--- src/rtl/riscv_i32_mem_stage.sv ---
// riscv_i32_mem_stage: RV32I memory stage with aligned dmem access, lane steering, load extension and bus timeout
module riscv_i32_mem_stage #(
  parameter int unsigned TIMEOUT_CYCLES = 255
) (
  input  logic        clk,
  input  logic        reset_n,
  input  logic        ex_valid,
  output logic        ex_ready,
  input  logic [3:0]  ex_op,
  input  logic [4:0]  ex_rd,
  input  logic        ex_rd_written,
  input  logic [1:0]  ex_memory_width,
  input  logic        ex_memory_read_unsigned,
  input  logic [31:0] ex_result,
  input  logic [31:0] ex_arith_result,
  input  logic [31:0] ex_store_data,
  output logic        dmem_req_valid,
  output logic [31:0] dmem_address,
  output logic        dmem_write,
  output logic [3:0]  dmem_byte_enable,
  output logic [31:0] dmem_write_data,
  input  logic        dmem_ack,
  input  logic [31:0] dmem_read_data,
  output logic        wb_valid,
  output logic [4:0]  wb_rd,
  output logic        wb_rd_written,
  output logic [31:0] wb_data,
  output logic        wb_exception,
  output logic [1:0]  wb_exception_cause
);
  typedef enum logic {IDLE, ACCESS} state_t;
  state_t state;
  logic [31:0] cnt;
  logic is_load, is_store, misaligned;
  logic [3:0] be;
  logic [31:0] wdata, load_data;
  logic [7:0] lb;
  logic [15:0] lh;
  logic [4:0] acc_rd;
  logic acc_rd_written, acc_unsigned;
  logic [1:0] acc_width, acc_off;
  assign ex_ready = state == IDLE;
  // decode the incoming op, steer store lanes and extract load data for the captured access
  always_comb begin
    is_load = ex_op == 4'd6;
    is_store = ex_op == 4'd7;
    misaligned = ex_memory_width == 2'd3 || (ex_memory_width == 2'd1 && ex_arith_result[0]) ||
                 (ex_memory_width == 2'd2 && ex_arith_result[1:0] != 2'd0);
    be = ex_memory_width == 2'd0 ? 4'b0001 << ex_arith_result[1:0] :
         ex_memory_width == 2'd1 ? (ex_arith_result[1] ? 4'b1100 : 4'b0011) : 4'b1111;
    wdata = ex_memory_width == 2'd0 ? {4{ex_store_data[7:0]}} :
            ex_memory_width == 2'd1 ? {2{ex_store_data[15:0]}} : ex_store_data;
    lb = dmem_read_data[{acc_off, 3'b000} +: 8];
    lh = acc_off[1] ? dmem_read_data[31:16] : dmem_read_data[15:0];
    load_data = acc_width == 2'd0 ? {{24{~acc_unsigned & lb[7]}}, lb} :
                acc_width == 2'd1 ? {{16{~acc_unsigned & lh[15]}}, lh} : dmem_read_data;
  end
  // accept ops, run the dmem access with timeout, and emit the one-cycle writeback record
  always_ff @(posedge clk or negedge reset_n) begin
    if (!reset_n) begin
      state <= IDLE;
      cnt <= '0;
      dmem_req_valid <= 1'b0;
      dmem_address <= '0;
      dmem_write <= 1'b0;
      dmem_byte_enable <= '0;
      dmem_write_data <= '0;
      acc_rd <= '0;
      acc_rd_written <= 1'b0;
      acc_unsigned <= 1'b0;
      acc_width <= '0;
      acc_off <= '0;
      wb_valid <= 1'b0;
      wb_rd <= '0;
      wb_rd_written <= 1'b0;
      wb_data <= '0;
      wb_exception <= 1'b0;
      wb_exception_cause <= '0;
    end else begin
      wb_valid <= 1'b0;
      wb_rd <= '0;
      wb_rd_written <= 1'b0;
      wb_data <= '0;
      wb_exception <= 1'b0;
      wb_exception_cause <= '0;
      if (state == IDLE) begin
        if (ex_valid && (is_load || is_store) && misaligned) begin
          wb_valid <= 1'b1;
          wb_rd <= ex_rd;
          wb_exception <= 1'b1;
          wb_exception_cause <= is_load ? 2'd1 : 2'd2;
        end else if (ex_valid && (is_load || is_store)) begin
          state <= ACCESS;
          cnt <= '0;
          dmem_req_valid <= 1'b1;
          dmem_address <= {ex_arith_result[31:2], 2'b00};
          dmem_write <= is_store;
          dmem_byte_enable <= be;
          dmem_write_data <= wdata;
          acc_rd <= ex_rd;
          acc_rd_written <= ex_rd_written;
          acc_unsigned <= ex_memory_read_unsigned;
          acc_width <= ex_memory_width;
          acc_off <= ex_arith_result[1:0];
        end else if (ex_valid) begin
          wb_valid <= 1'b1;
          wb_rd <= ex_rd;
          wb_rd_written <= ex_rd_written && ex_rd != 5'd0;
          wb_data <= ex_result;
        end
      end else if (dmem_ack || (TIMEOUT_CYCLES != 0 && cnt == 32'(TIMEOUT_CYCLES - 1))) begin
        state <= IDLE;
        cnt <= '0;
        dmem_req_valid <= 1'b0;
        dmem_address <= '0;
        dmem_write <= 1'b0;
        dmem_byte_enable <= '0;
        dmem_write_data <= '0;
        wb_valid <= 1'b1;
        wb_rd <= acc_rd;
        wb_rd_written <= dmem_ack && !dmem_write && acc_rd_written && acc_rd != 5'd0;
        wb_data <= dmem_ack && !dmem_write ? load_data : 32'd0;
        wb_exception <= !dmem_ack;
        wb_exception_cause <= dmem_ack ? 2'd0 : 2'd3;
      end else begin
        cnt <= cnt + 32'd1;
      end
    end
  end
endmodule

--- config.mk ---
export PLATFORM = sky130hd
export DESIGN_NAME = riscv_i32_mem_stage
export DESIGN_NICKNAME = d
export VERILOG_FILES = /design/src/rtl/riscv_i32_mem_stage.sv
export SDC_FILE = /design/constraint.sdc
export NUM_CORES = 1
export LEC_CHECK = 0
export ABC_AREA = 1
export CAP_MARGIN = 40
export CORE_UTILIZATION = 47
export DETAILED_ROUTE_END_ITERATION = 12
export PLACE_DENSITY = 0.93
export SLEW_MARGIN = 20
export SYNTH_ARGS = -nofsm -noshare
export SYNTH_HDL_FRONTEND = slang
export SYNTH_SLANG_ARGS = --single-unit
--- constraint.sdc ---
create_clock -name clk -period 2.2 [get_ports clk]
set_input_delay 0.66 -clock clk [delete_from_list [all_inputs] [get_ports clk]]
set_output_delay 0.66 -clock clk [all_outputs]
set_load 0.005 [all_outputs]
==> flow_summary.json <==
{
  "cp_top_family": "buffers and inverters",
  "numCtsBuffers": 17,
  "layout.area.seq_um2": 3850,
  "crit_path_end_kind": "output pin",
  "p_per_area_nw_per_um2": 718,
  "max_freq_mhz": 467,
  "cts.clk_slew.worst_paths_ns": 0.07,
  "grt-ovfl-total": 0,
  "start_kind": "register",
  "area_growth_pct": 46.4,
  "crit_buf_inv": 2,
  "crit_path_max_incr_delay_ns": 0.52,
  "cts_tree": "built",
  "die_x_um": 132,
  "worstPathRequired_ns": 1.54,
  "finalMaxSlewViolations": 0,
  "cts-root-buf": "clkbuf_16",
  "worstPathMaxFanout": 9,
  "crit_slowest_cell": "clkdlybuf4s50_1",
  "outcome": "completed",
  "yosysUniqueCellTypes": 33,
  "track_usage_pct": 29.6,
  "grt_max_degree": 49,
  "multi_input_area_um2": 3510,
  "hold_class": "in2async",
  "num-nets-final": 1503,
  "p_leak_nw": 5.53,
  "vias_per_cell": 5.21,
  "period_share_pct": 97.3,
  "wl_per_cell_um": 15.8,
  "grt_pass1_wl_um": 40100,
  "path_cells": "inv_4 > clkdlybuf4s50_1",
  "ant_nets": 0,
  "drt_wl_total_um": 25000,
  "hold_viol": 0,
  "crit_arrival_ns": 1.48,
  "insertion_delay_ns": 0.43,
  "cts_sinks": 154,
  "final_util_pct": 70.2,
  "synth_seq_cells": 154,
  "syn_inst": 1083,
  "drt_iter0_drc": 612,
  "vias": 8281,
  "die_y_um": 132,
  "yosys_warnings": 0,
  "first_pass_iters": 6,
  "dp_hpwl_um": 18600,
  "rsz0062_at_grt": "no",
  "core-area_um2": 16500,
  "io_buffers": 255,
  "critical_path_class": "reg2out",
  "n_fill_cell": 1273,
  "place_inst": 1557,
  "antenna_found_initial": 0,
  "synth_area_per_cell_um2": 7.29,
  "syn_area_um2": 7890,
  "max_cap_viol_count": 0,
  "synth-seq-area-share_pct": 48.8,
  "cts-htree-levels": 4,
  "antenna-diode-count": 0,
  "instances_no_fill": 1588,
  "skew_ns": 0.0124,
  "drcViolationCount": 0,
  "initial_utilization_pct": 47.9,
  "clockBufferDepth": 2,
  "ctsHoldBuffers": 0,
  "ir_drop_mv": 0.492,
  "grt_pass1_vias": 8078,
  "drive_gt1_share_pct": 7.02,
  "ios": 258,
  "gp_congestion": 0.954,
  "min_period_ns": 2.14,
  "setup_violations": 0,
  "fp.dieArea_um2": 17300,
  "rows": 47
}
## power breakdown
part | leakage, nW | total [W] | internal (W) | switching [W]
logic | 3.20 | 0.00193 | 0.00102 | 0.000909
registers | 2.04 | 0.00338 | 0.00315 | 0.000225
clock network | 0.286 | 0.00298 | 0.00175 | 0.00124
total | 5.53 | 0.00829 | 0.00592 | 0.00237
## through the flow
| step | area (um^2) | setup WS [ns] | TNS, ns | hold slack, ns | power, W |
|---|---|---|---|---|---|
| after global routing | 11600 | 0.0104 | 0 | 0.182 | 0.00864 |
| after CTS | 11600 | 0.0405 | 0 | 0.168 | 0.00831 |
| after global placement | 11000 | -0.178 | -16.69 | 0.453 | 0.00525 |
| final | 11600 | 0.0594 | 0 | 0.159 | 0.00829 |
| after floorplan | 7890 | 0.439 | 0 | 0.364 | 0.00413 |
| after detailed placement | 11000 | -0.273 | -23.91 | 0.458 | 0.00532 |
## cell usage in the layout (no fill, tap or decap), types with 4 or more instances in the layout
cell type and n:
dfrtp_1 154, nand2_1 468, nor2_1 79, clkdlybuf4s50_1 254, buf_12 11, a21oi_1 24
nor3_1 4, o22ai_1 4, clkbuf_16 17, inv_6 4, o211ai_1 18, nor2_2 5
nand3_1 53, or2_2 8, inv_1 76, nand4_1 8, xor2_1 12, o21ai_0 97
o21ai_1 4, buf_4 33
## synthesized netlist by cell type, drive strengths merged
master,count,area [um^2]
xor2,12,105
o21bai,3,22.5
nand4,8,50.1
clkbuf,14,52.6
clkinv,1,3.75
conb,1,3.75
ha,2,25.0
o211ai,18,135
nand3,53,265
xnor2,2,17.5
and3,1,6.26
a21oi,24,120
nand2,470,1770
o31ai,1,7.51
buf,32,185
nand3b,1,7.51
inv,80,300
or2,8,50.1
o21ai,102,514
and2,3,18.8
nor2,85,332
nor3,4,20.0
dfrtp,154,3850
o22ai,4,25.0
## timing repair
action,CTS,global route
setup endpoints to repair,1,0
setup buffers,0,0
gates resized for setup,1,0
## area by class of cell
cell class              instances  share of cell area (%)
flip-flops and latches        154                    33.4
multi-input cells             803                    30.3
repair buffers                299                    26.2
clock buffers                  20                    3.95
inverters                      81                    2.65
well taps                     220                    2.38
clock inverters                11                    1.17
## final timing paths
path	from	to	slack (ns)	cells after the start
setup reg to reg	cnt[0]	dmem_write_data[21]	0.32	12
hold reg to reg	dmem_address[13]	dmem_address[13]	0.47	2
setup / recovery	state	ex_ready	0.06	2
max in group asynchronous	reset_n	wb_data[11]	1.41	2
hold / removal	reset_n	dmem_write_data[8]	0.16	1
min in group clk	dmem_address[13]	dmem_address[13]	0.47	2
## routing by layer
metal | GRT usage (%) | up-vias | share of wire [%]
li1 | - | 3960 | -
met1 | 35.5 | 3865 | 39
met2 | 50.3 | 393 | 49
met3 | 6.64 | 63 | 7.6
met4 | 13.8 | 0 | 3.8
met5 | 0 | - | 0
## cell families (layout without fill, tap and decap cells)
| group | after synthesis | after routing | share of synthesized area (%) |
|---|---|---|---|
| other | 1 | 2 | 0.0475 |
| buffers and inverters | 127 | 411 | 6.87 |
| adders and majority gates | 2 | 2 | 0.317 |
| DFF | 154 | 154 | 48.8 |
| and+or+nand+nor | 633 | 633 | 31.9 |
| xor gates and xnor gates | 14 | 14 | 1.55 |
| AOI/OAI and AO/OA | 152 | 152 | 10.5 |
## registers in the layout, summed over array words and instances (netlist names)
| signal | cells |
|---|---|
| acc_width | 2 |
| acc_off | 2 |
| wb_exception | 1 |
| wb_valid | 1 |
| wb_data | 32 |
| acc_rd_written | 1 |
| wb_rd_written | 1 |
| acc_rd | 5 |
| cnt | 32 |
| state | 1 |
| acc_unsigned | 1 |
| dmem_byte_enable | 4 |
| dmem_write_data | 32 |
| dmem_write | 1 |
| wb_exception_cause | 2 |
| dmem_address | 30 |
| dmem_req_valid | 1 |
| wb_rd | 5 |
Note: power is estimated with default switching activity, not from simulation.
